[src/rtl/des_result_serializer.sv]
// Buffers up to two 64-bit DES result blocks and hands them out as 16-bit words
// through a PipeOut-style read strobe, counting fully read blocks.
module des_result_serializer #(
  parameter bit SWAP_WORDS = 1'b0
) (
  input  logic        clk1,
  input  logic        reset,
  input  logic [63:0] blk_data,
  input  logic        blk_valid,
  output logic        blk_ready,
  input  logic        pipe_read,
  output logic [15:0] pipe_data,
  output logic        word_avail,
  output logic [3:0]  words_pending,
  output logic [15:0] blocks_sent,
  output logic        underflow,
  output logic [1:0]  state_dbg
);

  // Handshake: a block moves on a rising edge where blk_valid && blk_ready;
  // blk_ready comes from registered occupancy only, and the source holds
  // blk_data until it is taken. A word is consumed by pipe_read while word_avail.
  typedef enum logic [1:0] {
    EMPTY = 2'd0,
    ONE   = 2'd1,
    FULL  = 2'd2
  } state_t;

  state_t      state_q, state_d;
  logic [63:0] mem [2];
  logic        wptr_q, rptr_q;
  logic [1:0]  widx_q;
  logic [15:0] sent_q;
  logic        underflow_q;

  logic        accept, rd, pop;
  logic [1:0]  count, k;
  logic [63:0] head;

  assign count      = state_q;
  assign state_dbg  = state_q;
  assign blk_ready  = (state_q != FULL) && !reset;
  assign word_avail = (state_q != EMPTY);
  assign accept     = blk_valid && blk_ready;
  assign rd         = pipe_read && word_avail;
  assign pop        = rd && (widx_q == 2'd3);

  assign head       = mem[rptr_q];
  assign k          = SWAP_WORDS ? (2'd3 - widx_q) : widx_q;
  assign pipe_data  = word_avail ? head[{k, 4'b0000} +: 16] : 16'h0000;

  // widx is always 0 when empty, so this never goes negative.
  assign words_pending = {count, 2'b00} - {2'b00, widx_q};
  assign blocks_sent   = sent_q;
  assign underflow     = underflow_q;

  always_comb begin
    state_d = state_q;
    if (accept && !pop) begin
      case (state_q)
        EMPTY:   state_d = ONE;
        ONE:     state_d = FULL;
        default: state_d = state_q;
      endcase
    end else if (pop && !accept) begin
      case (state_q)
        FULL:    state_d = ONE;
        ONE:     state_d = EMPTY;
        default: state_d = state_q;
      endcase
    end
  end

  always_ff @(posedge clk1) begin
    if (reset) begin
      state_q     <= EMPTY;
      wptr_q      <= 1'b0;
      rptr_q      <= 1'b0;
      widx_q      <= 2'd0;
      sent_q      <= 16'h0000;
      underflow_q <= 1'b0;
    end else begin
      state_q <= state_d;
      if (accept) wptr_q <= ~wptr_q;
      if (rd) widx_q <= widx_q + 2'd1;
      if (pop) begin
        rptr_q <= ~rptr_q;
        sent_q <= sent_q + 16'd1;
      end
      if (pipe_read && !word_avail) underflow_q <= 1'b1;
    end
  end

  // Storage is never cleared; word_avail gates everything read from it.
  always_ff @(posedge clk1) begin
    if (accept) mem[wptr_q] <= blk_data;
  end

endmodule

[config.mk]
export PLATFORM = sky130hd
export DESIGN_NAME = des_result_serializer
export DESIGN_NICKNAME = d
export VERILOG_FILES = /design/src/rtl/des_result_serializer.sv
export SDC_FILE = /design/constraint.sdc
export NUM_CORES = 1
export LEC_CHECK = 0
export BUFFER_PORTS_ARGS = -buffer_cell sky130_fd_sc_hd__buf_2
export CAP_MARGIN = 10
export CORE_UTILIZATION = 55
export DETAILED_ROUTE_END_ITERATION = 10
export GPL_TIMING_DRIVEN = 0
export HOLD_SLACK_MARGIN = 0.15
export PLACE_DENSITY = 0.87
export SETUP_SLACK_MARGIN = 0.15
export SLEW_MARGIN = 25
export SYNTH_ARGS = -nofsm -noshare
export SYNTH_HDL_FRONTEND = slang
export SYNTH_SLANG_ARGS = --single-unit
[constraint.sdc]
create_clock -name clk1 -period 5.3 [get_ports clk1]
set_clock_uncertainty 0.05 [all_clocks]
set_input_delay 0.53 -clock clk1 [delete_from_list [all_inputs] [get_ports clk1]]
set_output_delay 0.53 -clock clk1 [all_outputs]
set_load 0.01 [all_outputs]
======== Yosys cells after proc, flatten, opt, wreduce, memory -nomap -nowiden ========
Memory sizes are Yosys's and may differ from the RTL's. A register that Yosys moved wholly into a read port is not among the register bits.
Index checks and enable logic that the tools add are counted.
operators by class
  bitwise gates (word level) .............. 2
  $mul .................................... 0
  shift operators ......................... 1
  magnitude comparators ................... 0
  add/subtract/negate cells ............... 3
  div/mod/pow operators ................... 0
  multiplexer cells ....................... 9
  equality and inequality tests ........... 5
  reduce and logical (&&, ||, !) cells .... 16
operator list
  kind                                                 count
  variable part select 64 x 7 -> 16 bit                1
  adder 16 x 1 -> 16 bit, second input constant        1
  2-to-1 mux 16 bit                                    1
  case mux 2 bit (2 select lines)                      2
  logical AND 1 bit                                    7
  equality test 2 bit, second input constant           2
  zero test 1 bit                                      4
  2-to-1 mux 1 bit                                     4
  2-to-1 mux 2 bit                                     2
  nonzero test 2 bit                                   2
  subtractor 4 x 2 -> 4 bit                            1
  != test 3 x 1 -> 1 bit, second input constant        1
  AND reduction 3 bit                                  1
  nonzero test 3 bit                                   1
  adder 2 x 1 -> 2 bit, second input constant          1
  equality test 2 x 1 -> 1 bit, second input constant  1
  zero test 2 bit                                      1
  != test 2 bit, second input constant                 1
  NOT 1 bit                                            2
word-level totals
  memories ................................ 1
  bits in read-only memories .............. 0
  RAM bits ................................ 128
  word-level logic and storage cells ...... 43
  bits of input ports ..................... 68
  output and inout bits ................... 41
  latch bits .............................. 0
  bits in registers ....................... 23
memories
  name  depth  width  rd ports  clocked after memory_dff  write ports  RTL line  text
  mem   2      64     1         1                         1            30        logic [63:0] mem [2];

======== Depth between registers and ports, before layout ========
  depth in word-level cells ............... 7
  depth in mapped cells ................... 8

======== Worst setup path after synthesis ========
No wires, ideal clock.
  path kind ............................... flip-flop to flip-flop
  from .................................... reg state_q[0], in the netlist state_dbg[0]
  to ...................................... mem mem[0][0] (enable)
  arrival ................................. 3.891 ns
  setup slack ............................. 0.866 ns
  cell stages (with the launch flop) ...... 5
  buffers on the path ..................... 1
  cell sequence ........................... dfxtp_1 > buf_4 > inv_1 > a211oi_1 > nor2b_1
on the way
  word-level cells in the longest chain between the ends .. 5
RTL lines
  what                                    RTL line  text
  start: declaration                      29        state_t state_q, state_d;
  start signal: assignment                83        state_q <= state_d;
  != test 2 bit                           42        assign blk_ready = (state_q != FULL) && !reset;
  logical AND 1 bit                       42
  logical AND 1 bit                       44        assign accept = blk_valid && blk_ready;
  2-to-1 mux 1 bit                        96        if (accept) mem[wptr_q] <= blk_data;
  2-to-1 mux 1 bit (implied by the code)  96
  end: declaration                        30
No other way between the ends.

======== Final worst setup path ========
  from .................................... reg widx_q[1], in the netlist k[1]
  to ...................................... out words_pending[2]
on the way
  word-level cells in the longest chain between the ends .. 1
RTL lines
  what                       RTL line  text
  start: declaration         32        logic [1:0] widx_q;
  start signal: assignment   85        if (rd) widx_q <= widx_q + 2'd1;
  subtractor 4 x 2 -> 4 bit  53        assign words_pending = {count, 2'b00} - {2'b00, widx_q};
  end: declaration           14        output logic [3:0] words_pending,
No other way between the ends.

==> impl_metrics.yaml <==
critical_path:
  crit_end: "words_pending[2]"
  crit_top_cell: "clkbuf_1"
  path_class: "flop to output pin"
  critPathRequiredTime_ns: 4.72
  reg2reg_setup_slack_ns: 2.76
  arrival_ns: 2.76
  rr_worst_depth: 6
  slowest_delay_ns: 0.42
  r2r-start: "state_dbg[0]"
  critPathSlowestCell: "clkinv_1"
  cp-end-kind: "output pin"
  crit_fanout: 10
  crit_chain: "clkbuf_1, clkinv_1, clkbuf_1, ha_1, xnor2_1, buf_2"
  r2r-end: "mem[0][21]"
  startpoint_type: "flop"
  crit_start: "k[1]"
placed_design:
  globalplace.congestion: 0.879
  hpwl_um: 8020
  place_area_um2: 6790
  pre_cts_slack_ns: 2.58
  portBuffers: 108
  dp_cells: 603
floorplan:
  die_x_um: 106
  fp-row-count: 37
  io_pins: 109
  die_area_um2: 11300
  initial_core_util_pct: 57.4
  fp.coreArea_um2: 10400
  die_h_um: 106
cells_and_area:
  finalInstanceArea_um2: 8040
  synthToLayoutAreaGrowth_pct: 34.6
  diodes: 0
  instances_no_fill: 699
  nets: 622
  drive_gt1_share_pct: 33.6
  final_util_pct: 77.2
grt:
  grt_max_degree: 39
  grt_pass1_wl_um: 23600
  met3_usage_pct: 7.36
  grt_busiest_layer: "met2"
  use_met1_pct: 37.5
  grt_overflow_total: 0
  grt_usage_pct: 29.6
  antenna_found_initial: 0
  grtUsageMet2_pct: 49.9
  grt_pass1_vias: 4127
sta:
  maxSlewViolCount: 0
  fmax_ghz: 0.299
  hold_viol: 0
  rsz0062_at_grt: "no"
  period_share_pct: 63.1
  slew_headroom_pct: 43.2
  worst_slack_ns: 1.96
  fin_hold_ws_ns: 0.253
  tightest_slew_ns: 0.851
  period_needed_ns: 3.34
  setup_violations: 0
  fin_setup_tns_ns: 0
synth:
  ys_types: 34
  yosysSeqAreaShare_pct: 72.3
  yosysWarnings: 0
  syn_inst: 355
  synth_seq_cells: 152
  syn_avg_cell_area_um2: 16.8
  syn_area_um2: 5980
  synthesis.nets: 427
power:
  ir_worst_vdd_mv: 0.253
  p_int_mw: 2.19
  p_clk_share_pct: 45.6
  total_switching_power_mw: 0.583
  seqPwrFrac_pct: 48.7
  p_per_area_nw_per_um2: 345
  switching_share_pct: 21.0
  power_mw: 2.77
  power.leakage_nw: 3.01
  comb_power_share_pct: 5.6
clocking:
  cts_tree: "done"
  path_clk_slew_ns: 0.06
  cts_buffer_depth: 2
  post-cts-setup-buffer-count: 0
  htree_num_levels: 4
  cts_made_buffers: 17
  root_buffer: "clkbuf_8"
  insertion_delay_ns: 0.53
  clkSinkCount: 152
route:
  drc_errors: 0
  drt-total-wl_um: 15700
  antenna_left: 0
  num_vias: 4056
  first_iter_violations: 501
  vias_per_cell: 5.80
  routedWlPerCell_um: 22.5
  dr.pass1.iters: 5
min_path:
  hp-class: "input pin to flop"
flow_run:
  drv_cap: 0
status:
  status: "finished, final reports clean"
state kept, by name, indices dropped and copies added (netlist names), named ones only:
signal and flops:
blocks_sent 16, k 2, mem 128, rptr_q 1, state_dbg 2, underflow 1, wptr_q 1
per-layer routing:
metal,vias up,share of wire [%]
li1,1757,-
met1,2014,38
met2,261,52
met3,24,8.4
met4,0,2.0
met5,-,0
Yosys cell counts, drive strengths merged:
master,instances,area [um2]
edfxtp,128,3840
nand2,40,150
mux4,32,721
a21oi,25,125
dfxtp,24,480
nor2,22,82.6
clkbuf,12,45.0
xnor2,11,96.3
buf,7,42.5
o21ai,6,30.0
inv,5,18.8
nand4,5,31.3
ha,4,50.1
nand3,4,20.0
nor2b,4,25.0
nor4,4,40.0
xor2,4,35.0
a31o,2,17.5
and2,2,12.5
nand2b,2,12.5
nor3,2,10.0
or4,2,18.8
a211oi,1,7.51
a22oi,1,7.51
and3,1,6.26
clkinv,1,3.75
mux2,1,11.3
mux2i,1,10.0
o211a,1,17.5
or3,1,6.26
worst min path at each step:
| stage | start | endpoint | slack (ns) | depth (start not counted) |
|---|---|---|---|---|
| after floorplan | rptr_q | flop | 0.43 | 2 |
| after global placement | underflow | underflow | 0.41 | 2 |
| after detailed placement | underflow | underflow | 0.43 | 2 |
| after CTS | pipe_read | underflow | 0.22 | 3 |
| after global routing | reset | blocks_sent[14] | 0.26 | 3 |
| final | pipe_read | underflow | 0.25 | 3 |
power by group through the flow:
stage	sequential [mW]	clock, mW	combinational, mW
floorplan	1.37	0	0.0501
global placement	1.37	0	0.0964
detailed placement	1.37	0	0.110
CTS	1.35	1.25	0.149
global route	1.35	1.31	0.165
finish	1.35	1.27	0.156
cell usage in the layout, fill, tap and decap left out, drive strengths merged, types with 5 or more instances in the layout:
cell	netlist	layout
nand4	5	5
dfxtp	24	24
dlygate4sd3	0	64
edfxtp	128	128
a21oi	25	25
o21ai	6	6
nand2	40	40
inv	5	8
nor2	22	22
clkinv	1	7
clkbuf	12	30
mux4	32	32
xnor2	11	11
buf	7	119
critical path: cells and delay by family (launching register included):
family / cells / cell delay [ns]
buf+inv: 4 / 1.39
xor+xnor: 1 / 0.20
fa+ha+maj: 1 / 0.31
flops: 1 / 0.33
timing repair:
item	in CTS	in global routing
hold buffers	64	0
hold endpoints to repair	127	0
endpoints found under the setup margin	0	0
gates resized for setup	0	0
cell families after synthesis:
group	after synthesis	synth area share [%]
xor+xnor	15	2.20
compound gates	36	3.43
flops	152	72.3
simple gates	89	6.95
buf+inv	25	1.84
fa+ha+maj	4	0.837
mux	34	12.4
layout make-up:
cell class,instances,area (um2)
Sequential cell,152,4320
Tap cell,136,170
Clock buffer,18,418
Buffer,19,87.6
Timing Repair Buffer,176,1270
Clock inverter,14,196
Multi-Input combinational cell,178,1550
Inverter,6,22.5
Fill cell,548,2370
Note: power is estimated with default switching activity, not from simulation.
